[src/rtl/mac_seq_ctrl.sv]
// Sequencer for one fused MAC unit: clears the MAC, streams LEN operand pairs and returns the dot product.
// Optional busy-cycle counter output cyc_cnt is built only when MAC_SEQ_CYCCNT_EN is defined.
module mac_seq_ctrl #(
  parameter int BITWIDTH = 32,
  parameter int ADDR_W   = 8
) (
  input  logic                    clk,
  input  logic                    rstn,
  input  logic                    start,
  input  logic [ADDR_W:0]         len,
  output logic                    busy,
  output logic                    rd_en,
  output logic [ADDR_W-1:0]       rd_addr,
  input  logic [BITWIDTH-1:0]     rd_a,
  input  logic [BITWIDTH-1:0]     rd_b,
  output logic                    mac_en,
  output logic [BITWIDTH-1:0]     mac_a,
  output logic [BITWIDTH-1:0]     mac_b,
  input  logic [2*BITWIDTH-1:0]   mac_dout,
  output logic                    res_valid,
  input  logic                    res_ready,
  output logic [2*BITWIDTH-1:0]   result,
`ifdef MAC_SEQ_CYCCNT_EN
  output logic [31:0]             cyc_cnt,
`endif
  output logic [2:0]              dbg_state_o
);

  typedef enum logic [2:0] {
    S_IDLE  = 3'd0,
    S_CLEAR = 3'd1,
    S_RUN   = 3'd2,
    S_DRAIN = 3'd3,
    S_CAPT  = 3'd4,
    S_DONE  = 3'd5
  } state_t;

  localparam logic [ADDR_W:0] MAX_LEN = {1'b1, {ADDR_W{1'b0}}};

  state_t                  state_q;
  logic [ADDR_W:0]         len_q;
  logic [ADDR_W:0]         len_d;
  logic                    busy_q;
  logic                    rd_en_q;
  logic [ADDR_W-1:0]       rd_addr_q;
  logic                    dvalid_q;
  logic                    mac_en_q;
  logic                    res_valid_q;
  logic [2*BITWIDTH-1:0]   result_q;
  logic                    last_beat;

  // Oversized commands are clamped so the address counter never wraps.
  assign len_d     = (len > MAX_LEN) ? MAX_LEN : len;
  assign last_beat = ({1'b0, rd_addr_q} == (len_q - 1'b1));

  // Result handshake: a transfer happens on any rising edge where res_valid && res_ready;
  // result and res_valid stay unchanged from CAPT until that edge, and res_ready has no
  // effect while res_valid is low.
  always_ff @(posedge clk or negedge rstn) begin
    if (!rstn) begin
      state_q     <= S_IDLE;
      len_q       <= '0;
      busy_q      <= 1'b0;
      rd_en_q     <= 1'b0;
      rd_addr_q   <= '0;
      dvalid_q    <= 1'b0;
      mac_en_q    <= 1'b0;
      res_valid_q <= 1'b0;
      result_q    <= '0;
    end else begin
      dvalid_q <= rd_en_q;
      case (state_q)
        S_IDLE: begin
          if (start) begin
            state_q   <= S_CLEAR;
            len_q     <= len_d;
            busy_q    <= 1'b1;
            rd_addr_q <= '0;
            mac_en_q  <= 1'b0;
          end
        end
        S_CLEAR: begin
          mac_en_q <= 1'b1;
          if (len_q == '0) begin
            state_q <= S_CAPT;
          end else begin
            state_q <= S_RUN;
            rd_en_q <= 1'b1;
          end
        end
        S_RUN: begin
          if (last_beat) begin
            state_q <= S_DRAIN;
            rd_en_q <= 1'b0;
          end else begin
            rd_addr_q <= rd_addr_q + ADDR_W'(1);
          end
        end
        S_DRAIN: begin
          state_q <= S_CAPT;
        end
        S_CAPT: begin
          // mac_dout already holds the final beat, accumulated at the end of DRAIN.
          result_q    <= mac_dout;
          res_valid_q <= 1'b1;
          mac_en_q    <= 1'b0;
          state_q     <= S_DONE;
        end
        S_DONE: begin
          if (res_ready) begin
            res_valid_q <= 1'b0;
            busy_q      <= 1'b0;
            state_q     <= S_IDLE;
          end
        end
        default: begin
          state_q <= S_IDLE;
        end
      endcase
    end
  end

  assign busy        = busy_q;
  assign rd_en       = rd_en_q;
  assign rd_addr     = rd_addr_q;
  assign mac_en      = mac_en_q;
  assign mac_a       = dvalid_q ? rd_a : '0;
  assign mac_b       = dvalid_q ? rd_b : '0;
  assign res_valid   = res_valid_q;
  assign result      = result_q;
  assign dbg_state_o = state_q;

`ifdef MAC_SEQ_CYCCNT_EN
  logic [31:0] cnt_q;
  logic [31:0] cyc_cnt_q;

  // The value latched on transfer covers CLEAR through CAPT plus any stalled DONE cycles.
  always_ff @(posedge clk or negedge rstn) begin
    if (!rstn) begin
      cnt_q     <= '0;
      cyc_cnt_q <= '0;
    end else begin
      if (state_q == S_IDLE) begin
        cnt_q <= '0;
      end else if (cnt_q != 32'hFFFF_FFFF) begin
        cnt_q <= cnt_q + 32'd1;
      end
      if ((state_q == S_DONE) && res_ready) begin
        cyc_cnt_q <= cnt_q;
      end
    end
  end

  assign cyc_cnt = cyc_cnt_q;
`endif

endmodule

[config.mk]
export PLATFORM = sky130hd
export DESIGN_NAME = mac_seq_ctrl
export DESIGN_NICKNAME = d
export VERILOG_FILES = /design/src/rtl/mac_seq_ctrl.sv
export SDC_FILE = /design/constraint.sdc
export NUM_CORES = 1
export LEC_CHECK = 0
export BUFFER_PORTS_ARGS = -buffer_cell sky130_fd_sc_hd__buf_4
export CAP_MARGIN = 15
export CORE_ASPECT_RATIO = 1.1
export CORE_MARGIN = 10
export CORE_UTILIZATION = 39
export CTS_CLUSTER_DIAMETER = 100
export DETAILED_ROUTE_END_ITERATION = 8
export GPL_TIMING_DRIVEN = 0
export HOLD_SLACK_MARGIN = 0.1
export PLACE_DENSITY = 0.76
export SLEW_MARGIN = 20
export SYNTH_ARGS = -nofsm -noshare
export SYNTH_HDL_FRONTEND = slang
export SYNTH_SLANG_ARGS = --single-unit
[constraint.sdc]
create_clock -name clk -period 4.1 [get_ports clk]
set_clock_uncertainty 0.1 [all_clocks]
set_input_delay 0.205 -clock clk [delete_from_list [all_inputs] [get_ports clk]]
set_output_delay 0.205 -clock clk [all_outputs]
set_load 0.03 [all_outputs]
==> impl_metrics.yaml <==
sta:
  hold_viol: 0
  rsz0062_at_grt: "false"
  max_freq_mhz: 364
  period_share: 0.670
  period_needed_ns: 2.75
  whs_ns: 0.346
  slew_viol_final: 0
  finalSetupTns_ns: 0
  final-setup-viol-count: 0
  relSlewSlack: 0.462
  tightest_slew_ns: 0.808
logic_synthesis:
  synth_compound_area_frac: 0.0615
  syn_area_per_cell_um2: 11.8
  synthXorXnorAreaFrac: 0.0240
  synth_seq_cells: 89
  synth_edf_count: 0
  yosys_warnings: 0
  synth_top_family_by_area: "simple AND/OR/NAND/NOR gates"
  synth_simple_gate_area_share: 0.180
  seq_area_frac_synth: 0.529
  syn_nets: 502
  yosys_most_used_dff: "dfrtp_1"
  yosys.area_share.adder: 0.00891
  async_flop_share: 1.00
  synth_area_mm2: 0.00421
  synth_mux_area_frac: 0.176
  ys_types: 42
  synthCells: 358
clock_tree:
  post-cts-setup-buffers: 0
  cts_buffer_depth: 2
  cts_tree: "built"
  cts_max_level: 3
  cts_resized: 0
  cts.sinks: 89
  clk_latency_ns: 0.34
  holdBufCountCts: 83
  cts_inserted_buffers: 9
  cts_root_buffer: "clkbuf_16"
  clk_pin_slew_ns: 0.07
critical_path:
  critical-path-top-delay-family: "compound AO/OA/AOI/OAI gates"
  path_max_fanout: 10
  crit_path_max_incr_delay_ns: 0.56
  slowest_stage: "a2111oi_4"
  endpoint_kind: "flip-flop"
  crit_type: "reg2reg"
  worstPathRequired_ns: 4.23
  crit_path_start_kind: "flip-flop"
  path_cells: "inv_1, ha_1, or3b_1, nor3_1, o21ai_0, a2111oi_4, buf_6, nand3b_2, a21o_1"
  cp.arrival_ns: 2.87
  crit_buf_inv: 2
route:
  viasPerCell: 4.80
  drt_iter0_drc: 135
  wl_per_cell_um: 20.3
  firstDrtPassIters: 4
  ant_nets: 0
  drc: 0
  routed-via-count: 4244
  wirelength_mm: 17.9
final_layout:
  layout.nets: 879
  multi_input_area_mm2: 0.00190
  final.fill_count: 658
  seqCellArea_mm2: 0.00223
  drive_gt1_frac: 0.503
  layout-area-overhead-vs-synth_pct: 82.8
floorplanning:
  die-area_mm2: 0.0154
  num_rows: 39
  io-pin-count: 284
  start_util: 0.402
  coreArea_mm2: 0.0105
  fp.dieW_um: 119
  die_y_um: 129
grt:
  global_route.usage.total: 0.226
  grt_pass1_vias: 4760
  antenna_found_initial: 1
  grt_max_degree: 90
  grt_overflow: 0
  grt_pass1_wl_mm: 27.2
placement:
  dp_hpwl_mm: 12.9
  routabilityCongestion: 1.02
  io_buffers: 283
hold_path:
  hp-class: "reg2reg"
job:
  maxCapViolCount: 0
power_and_ir_drop:
  powerDensity_mw_per_mm2: 685
  power_leakage_nw: 3.66
  ir_drop_mv: 0.570
status:
  outcome: "complete, no violations"
## Yosys cell counts (2+ instances only)
master | number | area (um^2)
and2_1 | 64 | 400
nand3b_1 | 3 | 22.5
nor2_1 | 6 | 22.5
and2b_1 | 3 | 22.5
dfrtp_1 | 89 | 2230
nand2_1 | 24 | 90.1
or4_1 | 2 | 15.0
nand4_1 | 2 | 12.5
nor3_1 | 5 | 25.0
o21ai_0 | 18 | 90.1
xnor2_1 | 5 | 43.8
a21o_1 | 2 | 15.0
mux2_2 | 64 | 721
ha_1 | 3 | 37.5
a21oi_1 | 5 | 25.0
inv_1 | 4 | 15.0
o31ai_1 | 5 | 37.5
nor2b_1 | 2 | 12.5
mux2i_1 | 2 | 20.0
o211ai_1 | 3 | 22.5
xor2_1 | 4 | 35.0
nand2b_1 | 8 | 50.1
clkbuf_1 | 16 | 60.1
## registers in the layout, indices dropped and copies added, names as in the netlist, 3 cells and up
| register | count |
|---|---|
| dbg_state_o | 3 |
| rd_addr | 8 |
| result | 64 |
| len_q | 9 |
## placed cells by master (no fill, tap or decap), types with 3 or more instances in the layout
master,instances
xnor2_1,5
nand2_1,24
o211ai_1,3
o21ai_0,18
clkbuf_16,9
buf_4,282
dlygate4sd3_1,83
a21oi_1,5
nor2_1,6
nand2b_1,8
nor3_1,5
inv_1,4
and2_1,64
ha_1,3
mux2_2,64
and2b_1,3
o31ai_1,5
bufinv_16,3
xor2_1,4
clkbuf_1,16
dfrtp_1,89
nand3b_1,3
## kinds of logic after synthesis
kind of cell | after synthesis
multiplexers | 66
buffers and inverters | 22
AND/OR/NAND/NOR | 129
AO/OA/AOI/OAI | 39
adder cells (fa/ha/maj) | 3
flip-flops | 89
XOR/XNOR | 10
## stage by stage
stage	power, mW	cell area, um^2	setup WS, ns	cells	util
after global routing	5.54	7700	1.16	884	0.734
final	5.28	7700	1.35	884	0.734
after global placement	4.13	6520	1.42	784	0.621
after floorplan	3.14	4210	1.63	358	-
after CTS	5.24	7700	1.34	883	0.734
after detailed placement	4.19	6520	1.36	784	0.621
## layer usage
metal	vias to the layer above	part of all wire	track usage
li1	1978	-	-
met1	2031	0.38	0.240
met2	201	0.50	0.390
met3	34	0.097	0.100
met4	0	0.028	0.0848
met5	-	0	0
## area by class of cell
class / instances / share of cell area
antenna: 1 / 0.000325
buffer: 18 / 0.00975
clock buffer: 9 / 0.0292
clock inverter: 7 / 0.0161
inverter: 4 / 0.00195
multi-input combinational: 247 / 0.246
sequential: 89 / 0.289
tap: 143 / 0.0232
timing repair buffer: 366 / 0.384
## final timing paths
| kind | startpoint | end | slack, ns | cells after the start |
|---|---|---|---|---|
| worst min register to register | rd_en | dvalid_q | 0.35 | 0 |
| worst max-delay path | len_q[0] | rd_en | 1.35 | 9 |
| min in group asynchronous | rstn | result[35] | 0.40 | 2 |
| worst max register to register | len_q[0] | rd_en | 1.35 | 9 |
| worst min-delay path | rd_en | dvalid_q | 0.35 | 0 |
| max in group asynchronous | rstn | len_q[4] | 2.95 | 2 |
## power by group
group          internal (mW)  switching, mW
sequential              1.28          0.306
clock                  0.603          0.357
combinational           1.17           1.56
total                   3.05           2.23
Note: power is estimated with default switching activity, not from simulation.
